$ cat config.mk
export PLATFORM = sky130hd
export DESIGN_NAME = fifo2axis
export DESIGN_NICKNAME = d
export VERILOG_FILES = /design/src/rtl/fifo2axis.sv
export SDC_FILE = /design/constraint.sdc
export NUM_CORES = 1
export LEC_CHECK = 0
export ABC_AREA = 1
export CELL_PAD_IN_SITES_DETAIL_PLACEMENT = 1
export CELL_PAD_IN_SITES_GLOBAL_PLACEMENT = 1
export CORE_MARGIN = 2
export CORE_UTILIZATION = 39
export DETAILED_ROUTE_END_ITERATION = 16
export GPL_TIMING_DRIVEN = 0
export MAX_ROUTING_LAYER = met4
export PLACE_DENSITY_LB_ADDON = 0.1
export SLEW_MARGIN = 40
export SYNTH_ARGS = -nofsm -noshare
export SYNTH_HDL_FRONTEND = slang
export SYNTH_SLANG_ARGS = --single-unit
export TNS_END_PERCENT = 1
$ cat constraint.sdc
create_clock -name clk -period 1.75 [get_ports clk]
set_input_delay 0.175 -clock clk [delete_from_list [all_inputs] [get_ports clk]]
set_output_delay 0.175 -clock clk [all_outputs]
set_load 0.02 [all_outputs]
$ cat src/rtl/fifo2axis.sv
// rtl/fifo2axis.sv - drains PKT_LEN-word packets from a synchronous FIFO and replays them as AXI-Stream bursts
module fifo2axis #(
    parameter int DATA_WIDTH = 32,
    parameter int PKT_LEN    = 4
) (
    input  logic                  clk,
    input  logic                  rst,
    input  logic [DATA_WIDTH-1:0] fifo_dout,
    input  logic                  fifo_empty,
    output logic                  fifo_rd_en,
    output logic [DATA_WIDTH-1:0] m_axis_tdata,
    output logic                  m_axis_tvalid,
    input  logic                  m_axis_tready,
    output logic                  m_axis_tlast,
    output logic                  busy,
    output logic [15:0]           pkt_count
);

    localparam int IDX_W = $clog2(PKT_LEN);
    localparam int CNT_W = $clog2(PKT_LEN + 1);
    localparam logic [IDX_W-1:0] LAST_IDX  = IDX_W'(PKT_LEN - 1);
    localparam logic [CNT_W-1:0] PKT_LEN_C = CNT_W'(PKT_LEN);

    typedef enum logic [1:0] {IDLE, FETCH, STREAM} state_t;

    state_t                state_q, state_d;
    logic [CNT_W-1:0]      issued_q, issued_d;
    logic [IDX_W-1:0]      wr_idx_q, wr_idx_d;
    logic [IDX_W-1:0]      rd_idx_q, rd_idx_d;
    logic                  rd_en_dly_q, rd_en_dly_d;
    logic [15:0]           pkt_count_q, pkt_count_d;
    logic [DATA_WIDTH-1:0] pkt_buf_q [PKT_LEN];
    logic                  handshake;

    assign m_axis_tvalid = (state_q == STREAM);
    assign m_axis_tdata  = m_axis_tvalid ? pkt_buf_q[rd_idx_q] : '0;
    assign m_axis_tlast  = m_axis_tvalid && (rd_idx_q == LAST_IDX);
    assign busy          = (state_q != IDLE);
    assign pkt_count     = pkt_count_q;
    assign handshake     = m_axis_tvalid && m_axis_tready;

    always_comb begin
        state_d     = state_q;
        issued_d    = issued_q;
        wr_idx_d    = wr_idx_q;
        rd_idx_d    = rd_idx_q;
        pkt_count_d = pkt_count_q;
        fifo_rd_en  = 1'b0;

        case (state_q)
            IDLE: begin
                fifo_rd_en = !fifo_empty;
                if (fifo_rd_en) begin
                    issued_d = CNT_W'(1);
                    state_d  = FETCH;
                end
            end
            FETCH: begin
                fifo_rd_en = !fifo_empty && (issued_q < PKT_LEN_C);
                if (fifo_rd_en) begin
                    issued_d = issued_q + CNT_W'(1);
                end
            end
            STREAM: begin
                if (handshake) begin
                    if (rd_idx_q == LAST_IDX) begin
                        pkt_count_d = pkt_count_q + 16'd1;
                        issued_d    = '0;
                        rd_idx_d    = '0;
                        state_d     = IDLE;
                    end else begin
                        rd_idx_d = rd_idx_q + IDX_W'(1);
                    end
                end
            end
            default: state_d = IDLE;
        endcase

        // The word strobed last cycle lands now, even if the FIFO has since gone empty
        if (rd_en_dly_q) begin
            if (wr_idx_q == LAST_IDX) begin
                wr_idx_d = '0;
                if (state_q == FETCH) begin
                    rd_idx_d = '0;
                    state_d  = STREAM;
                end
            end else begin
                wr_idx_d = wr_idx_q + IDX_W'(1);
            end
        end

        if (rst) begin
            fifo_rd_en = 1'b0;
        end
        rd_en_dly_d = fifo_rd_en;
    end

    always_ff @(posedge clk) begin
        if (rst) begin
            state_q     <= IDLE;
            issued_q    <= '0;
            wr_idx_q    <= '0;
            rd_idx_q    <= '0;
            rd_en_dly_q <= 1'b0;
            pkt_count_q <= '0;
        end else begin
            state_q     <= state_d;
            issued_q    <= issued_d;
            wr_idx_q    <= wr_idx_d;
            rd_idx_q    <= rd_idx_d;
            rd_en_dly_q <= rd_en_dly_d;
            pkt_count_q <= pkt_count_d;
        end
    end

    always_ff @(posedge clk) begin
        if (rd_en_dly_q) begin
            pkt_buf_q[wr_idx_q] <= fifo_dout;
        end
    end

endmodule

**After elaboration in Yosys (flattened, before gate mapping)**

Memory sizes are Yosys's and may differ from the RTL's. A register that Yosys moved wholly into a read port is not among the register bits.
Index checks and enable logic that the tools add are counted.

- Output and inout port bits: 52
- ROM bits: 0
- Latch bits: 0
- Memories kept: 1
- RAM bits: 128
- Register bits: 26

Memories:

| name | depth | bits a word | rd ports | clocked after memory_dff | wr ports | line | RTL |
|---|---|---|---|---|---|---|---|
| pkt_buf_q | 4 | 32 | 1 | 1 | 1 | 32 | `logic [DATA_WIDTH-1:0] pkt_buf_q [PKT_LEN];` |

- Shift operators: 0
- Equality and inequality tests: 8
- Magnitude comparators: 1
- Div/mod/pow operators: 0
- Add/sub/neg operators: 4
- Muxes and demuxes: 25
- Bitwise operators: 0
- Reductions and logical operators: 9
- $mul: 0

Operator list:

| operator | count |
|---|---|
| 2-to-1 mux 32 bit | 1 |
| 2-to-1 mux 2 bit | 14 |
| adder 16 x 1 -> 16 bit, second input constant | 1 |
| 2-to-1 mux 3 bit | 4 |
| one-hot mux 3 bit (3 select lines) | 1 |
| == test 2 bit, second input constant | 3 |
| one-hot mux 2 bit (3 select lines) | 1 |
| AND reduction 5 bit | 1 |
| adder 2 x 1 -> 2 bit, second input constant | 2 |
| != test 2 x 1 -> 1 bit, second input constant | 2 |
| != test 2 bit, second input constant | 2 |
| adder 3 x 1 -> 3 bit, second input constant | 1 |
| logical AND 1 bit | 3 |
| < comparator 3 bit, second input constant | 1 |
| 2-to-1 mux 1 bit | 3 |
| AND reduction 3 bit | 1 |
| nonzero test 3 bit | 1 |
| == test 2 x 1 -> 1 bit, second input constant | 1 |
| zero test 2 bit | 1 |
| one-hot mux 1 bit (2 select lines) | 1 |
| nonzero test 2 bit | 1 |
| zero test 1 bit | 1 |

**Depth between registers and ports, before layout**

Gate-level depths: netlist of the first run.

- Word-level depth: 8
- Gate-level depth with buffers: 9
- Gate-level depth less buffers: 9

**Least setup slack after synthesis of the first run**

No wires, ideal clock.

- Kind: reg-to-reg
- Start: reg state_q[0]
- End: reg pkt_count_q[13], in the netlist pkt_count[13]
- Path slack: 0.077 ns
- Data required time: 1.635 ns
- Stages on the path, launching flop included: 10
- Arrival: 1.557 ns
- Setup time: 0.115 ns
- Buffers on the path: 0
- Cell sequence: dfxtp_1 inv_1 ha_1 nand3_2 nor2_4 nand3_4 nor2_2 nand3_1 nand2_1 nor2_1

- Longest elaborated chain between the ends: 3

Ends and longest elaborated chain:

| element | line | RTL |
|---|---|---|
| from (decl) | 26 | `state_t state_q, state_d;` |
| from (signal assigned) | 107 | `state_q <= state_d;` |
| == test 2 bit * | 35 | `assign m_axis_tvalid = (state_q == STREAM);` |
| named net m_axis_tvalid | 12 | `output logic m_axis_tvalid,` |
| logical AND 1 bit | 40 | `assign handshake = m_axis_tvalid && m_axis_tready;` |
| AND reduction 3 bit (no source line) * | n/a |  |
| to (signal assigned) | 112 | `pkt_count_q <= pkt_count_d;` |
| to (decl) | 31 | `logic [15:0] pkt_count_q, pkt_count_d;` |

Mark *: on every way through the listed nets, which the timed path passes. The rest lies on a longest branch.
A chain may end at the register's enable or synchronous reset.

==> results.tsv, run 1 <==
stage	metric	value	unit
yosys	synth_largest_area_cell	edfxtp_1	
sta	slew_violations	0	
critical_path	critPathLaunchType	flip-flop	
critical_path	slowest_delay	0.32	ns
yosys	synth_edf_count	128	
drt	firstDrtPassIters	5	
sta	min_period	1.989	ns
critical_path	slowest_stage	dfxtp_2	
placement	place_ws	-0.6642	ns
yosys	ys_types	25	
critical_path	critPathMostFrequentCell	buf_6	
global_route	overflow	0	
drt	drt-initial-drc-count	321	
yosys	synth-xor-area-share	0.1393	%
yosys	syn_inst	569	
pwr	p_per_area	968.5	mW/mm^2
drt	wl	16830	um
yosys	yosysTopAreaCellShare	61.12	%
drt	via_per_inst	5.081	
floorplan	num_rows	46	
layout	final_area	0.008496	mm^2
global_route	grt_first_pass_wirelength	25860	um
critical_path	worstPathMaxFanout	10	
clock_tree	clock_latency	0.43	ns
clock_tree	clockBufferDepth	2	
sta	rsz0062_at_grt	true	
yosys	synth-seq-cells	154	
yosys	synth.top_cells.by_area	edfxtp_1, nor2_1, dfxtp_1	
yosys	yosys_warnings	0	
floorplan	ios	88	
clock_tree	cts.sinks	154	
critical_path	crit_required	1.57	ns
drt	final_antenna_net_count	0	
pwr	total_power	8.228	mW
floorplan	core	0.01583	mm^2
global_route	grt_pass1_vias	4855	
yosys	yosys.area_share.adder	2.189	%
sta	max_freq	502.6	MHz
yosys	synthArstFlopShare	0	%
sta	finalCritPeriodShare	113.7	%
placement	port_buffers	87	
global_route	grt_use_total	21.12	%
layout	post-route-util	53.68	%
yosys	synth-compound-area-share	10.90	%
yosys	syn_area	0.006289	mm^2
yosys	synth_nets	616	
pwr	netSwitchingFraction	20.38	%
clock_tree	cts_inserted_buffers	17	
placement	dpl_cell_area	0.007507	mm^2
pwr	p_leak	3.147	nW
run	max_cap_viol_count	0	
pwr	switchingPower	1.677	mW
placement	placed_cells	875	
layout	instances_no_fill	917	
clock_tree	htree_levels	4	
drt	num_vias	4659	
min_path	hold_path.class	input port to flip-flop	
placement	gp_congestion	0.8167	
critical_path	worst_setup_path_end_kind	output port	
pwr	p_clk_share	46.3	%
yosys	synth.yosys.seq_area_share	69.40	%
yosys	synth_area_per_cell	11.05	um^2
clock_tree	cts_tree	yes	
drt	drc	0	
layout	diodes	0	
clock_tree	cts_hold_buffers	0	
pwr	p_int	6.551	mW
layout	fill_cells	1662	
yosys	synth.top_cells.by_count	nor2_1, edfxtp_1, o21ai_0, a21oi_1	
drt	wl_per_cell	18.35	um
yosys	synth_most_common_cell	nor2_1	
sta	finClkSkew	0.004807	ns
sta	finalHoldViolCount	0	
yosys	yosys.area_share.simple	13.61	%
floorplan	fp.dieH	131.0	um
yosys	synth_top_family_by_area	simple AND/OR/NAND/NOR gates	
layout	area_growth	35.10	%
global_route	antenna_found_initial	0	
pwr	p_comb_share	4.1	%
sta	setup_ws	-0.2395	ns
run_status	violations	negative setup slack	
sta	setup_viol	32	
sta	max_slew_margin	62.48	%
global_route	grt_max_degree	34	
critical_path	path_cells	buf_6 > buf_4 > clkbuf_8 > nor2_1 > o21ai_2 > a21oi_2 > buf_6	
floorplan	die-area	0.01716	mm^2
yosys	synthMuxAreaShare	0	%
pwr	ir_worst_vdd	0.6847	mV
clock_tree	cts-root-buf	clkbuf_16	
floorplan	start_util	39.73	%
layout	drive_gt1_share	21.68	%
placement	hpwl	10350	um
sta	worst_pin_slew	0.5628	ns
clock_tree	clk_pin_slew	0.06	ns
critical_path	path_class	flip-flop to output port	
pwr	sequentialPowerShare	49.6	%
layout	final_nets	735	
floorplan	die_x	131.0	um
critical_path	arrival	1.81	ns
run_status	status	finished, violations left	
yosys	yosys_most_used_dff	edfxtp_1	
## critical path, delay by kind of cell, from the launching register on
kind                   cells  cell delay (ns)
AND/OR/NAND/NOR            1             0.17
buffers and inverters      4             0.58
AO/OA/AOI/OAI              2             0.32
flip-flops                 1             0.32
## registers in the layout, summed over array words and instances (netlist names)
register,count
pkt_buf_q,128
pkt_count,16
issued_q,3
rd_idx_q,2
state_q,2
wr_idx_q,2
rd_en_dly_q,1
## power groups by stage
stage | clock network [mW] | logic, mW | registers [mW]
finish | 3.81 | 0.339 | 4.08
global route | 4.04 | 0.376 | 4.09
CTS | 3.84 | 0.338 | 4.08
detailed placement | 0 | 0.329 | 4.16
global placement | 0 | 0.297 | 4.16
floorplan | 0 | 0.138 | 4.15
## cell families (layout without fill, tap and decap cells)
kind of cell / Yosys count / in the layout
and+or+nand+nor: 208 / 208
xor gates and xnor gates: 1 / 1
AOI/OAI and AO/OA: 134 / 134
buffers and inverters: 61 / 193
DFF: 154 / 154
adders and majority gates: 11 / 11
## routing by layer
| layer | global-route usage, % | wire length, um | up-vias |
|---|---|---|---|
| met5 | - | 0 | - |
| met3 | 4.723 | 774 | 24 |
| met1 | 24.10 | 7095 | 2321 |
| met4 | 8.073 | 328 | 0 |
| li1 | - | - | 2209 |
| met2 | 36.33 | 8628 | 105 |
## cells in the final DEF, fill, tap and decap left out, types with 12 or more instances in the layout
cell / n
nor2_2: 16
nor2_1: 129
edfxtp_1: 128
clkdlybuf4s50_1: 48
o21ai_0: 50
buf_6: 12
buf_4: 30
clkbuf_16: 19
a21oi_1: 40
inv_1: 29
o21ai_1: 21
dfxtp_1: 22
nand2_1: 34
## repair_timing
action | CTS | global route
setup endpoints to repair | 42 | 42
resized for setup | 263 | 46
gates cloned | 3 | 0
pin swaps | 16 | 19
buffers inserted | 7 | 0
## final cells by class
cell class	count	area [um^2]	share of cell area, %
Multi-Input combinational cell	354	1833	21.58
Tap cell	216	270.3	3.181
Sequential cell	154	4377	51.52
Buffer	25	276.5	3.255
Inverter	36	143.9	1.694
Clock buffer	17	425.4	5.007
Timing Repair Buffer	100	989.7	11.65
Clock inverter	15	180.2	2.121
## path summary, 6_finish.rpt
kind | depth (start not counted) | slack (ns) | endpoint | start
setup / recovery | 7 | -0.24 | m_axis_tdata[2] | rd_idx_q[1]
hold / removal | 1 | 0.38 | pkt_buf_q[2][9] | fifo_dout[9]
setup reg to reg | 9 | 0.09 | pkt_count[13] | state_q[0]
hold reg to reg | 2 | 0.49 | issued_q[0] | issued_q[0]
## stage by stage
stage / hold WS [ns] / TNS (ns)
5_1_grt: 0.3845 / -8.928
4_1_cts: 0.3779 / -6.572
2_1_floorplan: 0.2543 / 0
6_report: 0.3836 / -6.054
3_3_place_gp: 0.4771 / -74.24
3_5_place_dp: 0.4877 / -19.30
Note: power is estimated with default switching activity, not from simulation.
==> run 2: changes to the inputs <==
--- a/config.mk
+++ b/config.mk
@@ -12,6 +12,7 @@
 export CORE_UTILIZATION = 39
 export DETAILED_ROUTE_END_ITERATION = 16
 export GPL_TIMING_DRIVEN = 0
+export HOLD_SLACK_MARGIN = 0.08
 export MAX_ROUTING_LAYER = met4
 export PLACE_DENSITY_LB_ADDON = 0.1
 export SLEW_MARGIN = 40
==> results of run 2 <==
Same layout as run 1: the final DEF is identical, and so are final timing and power.
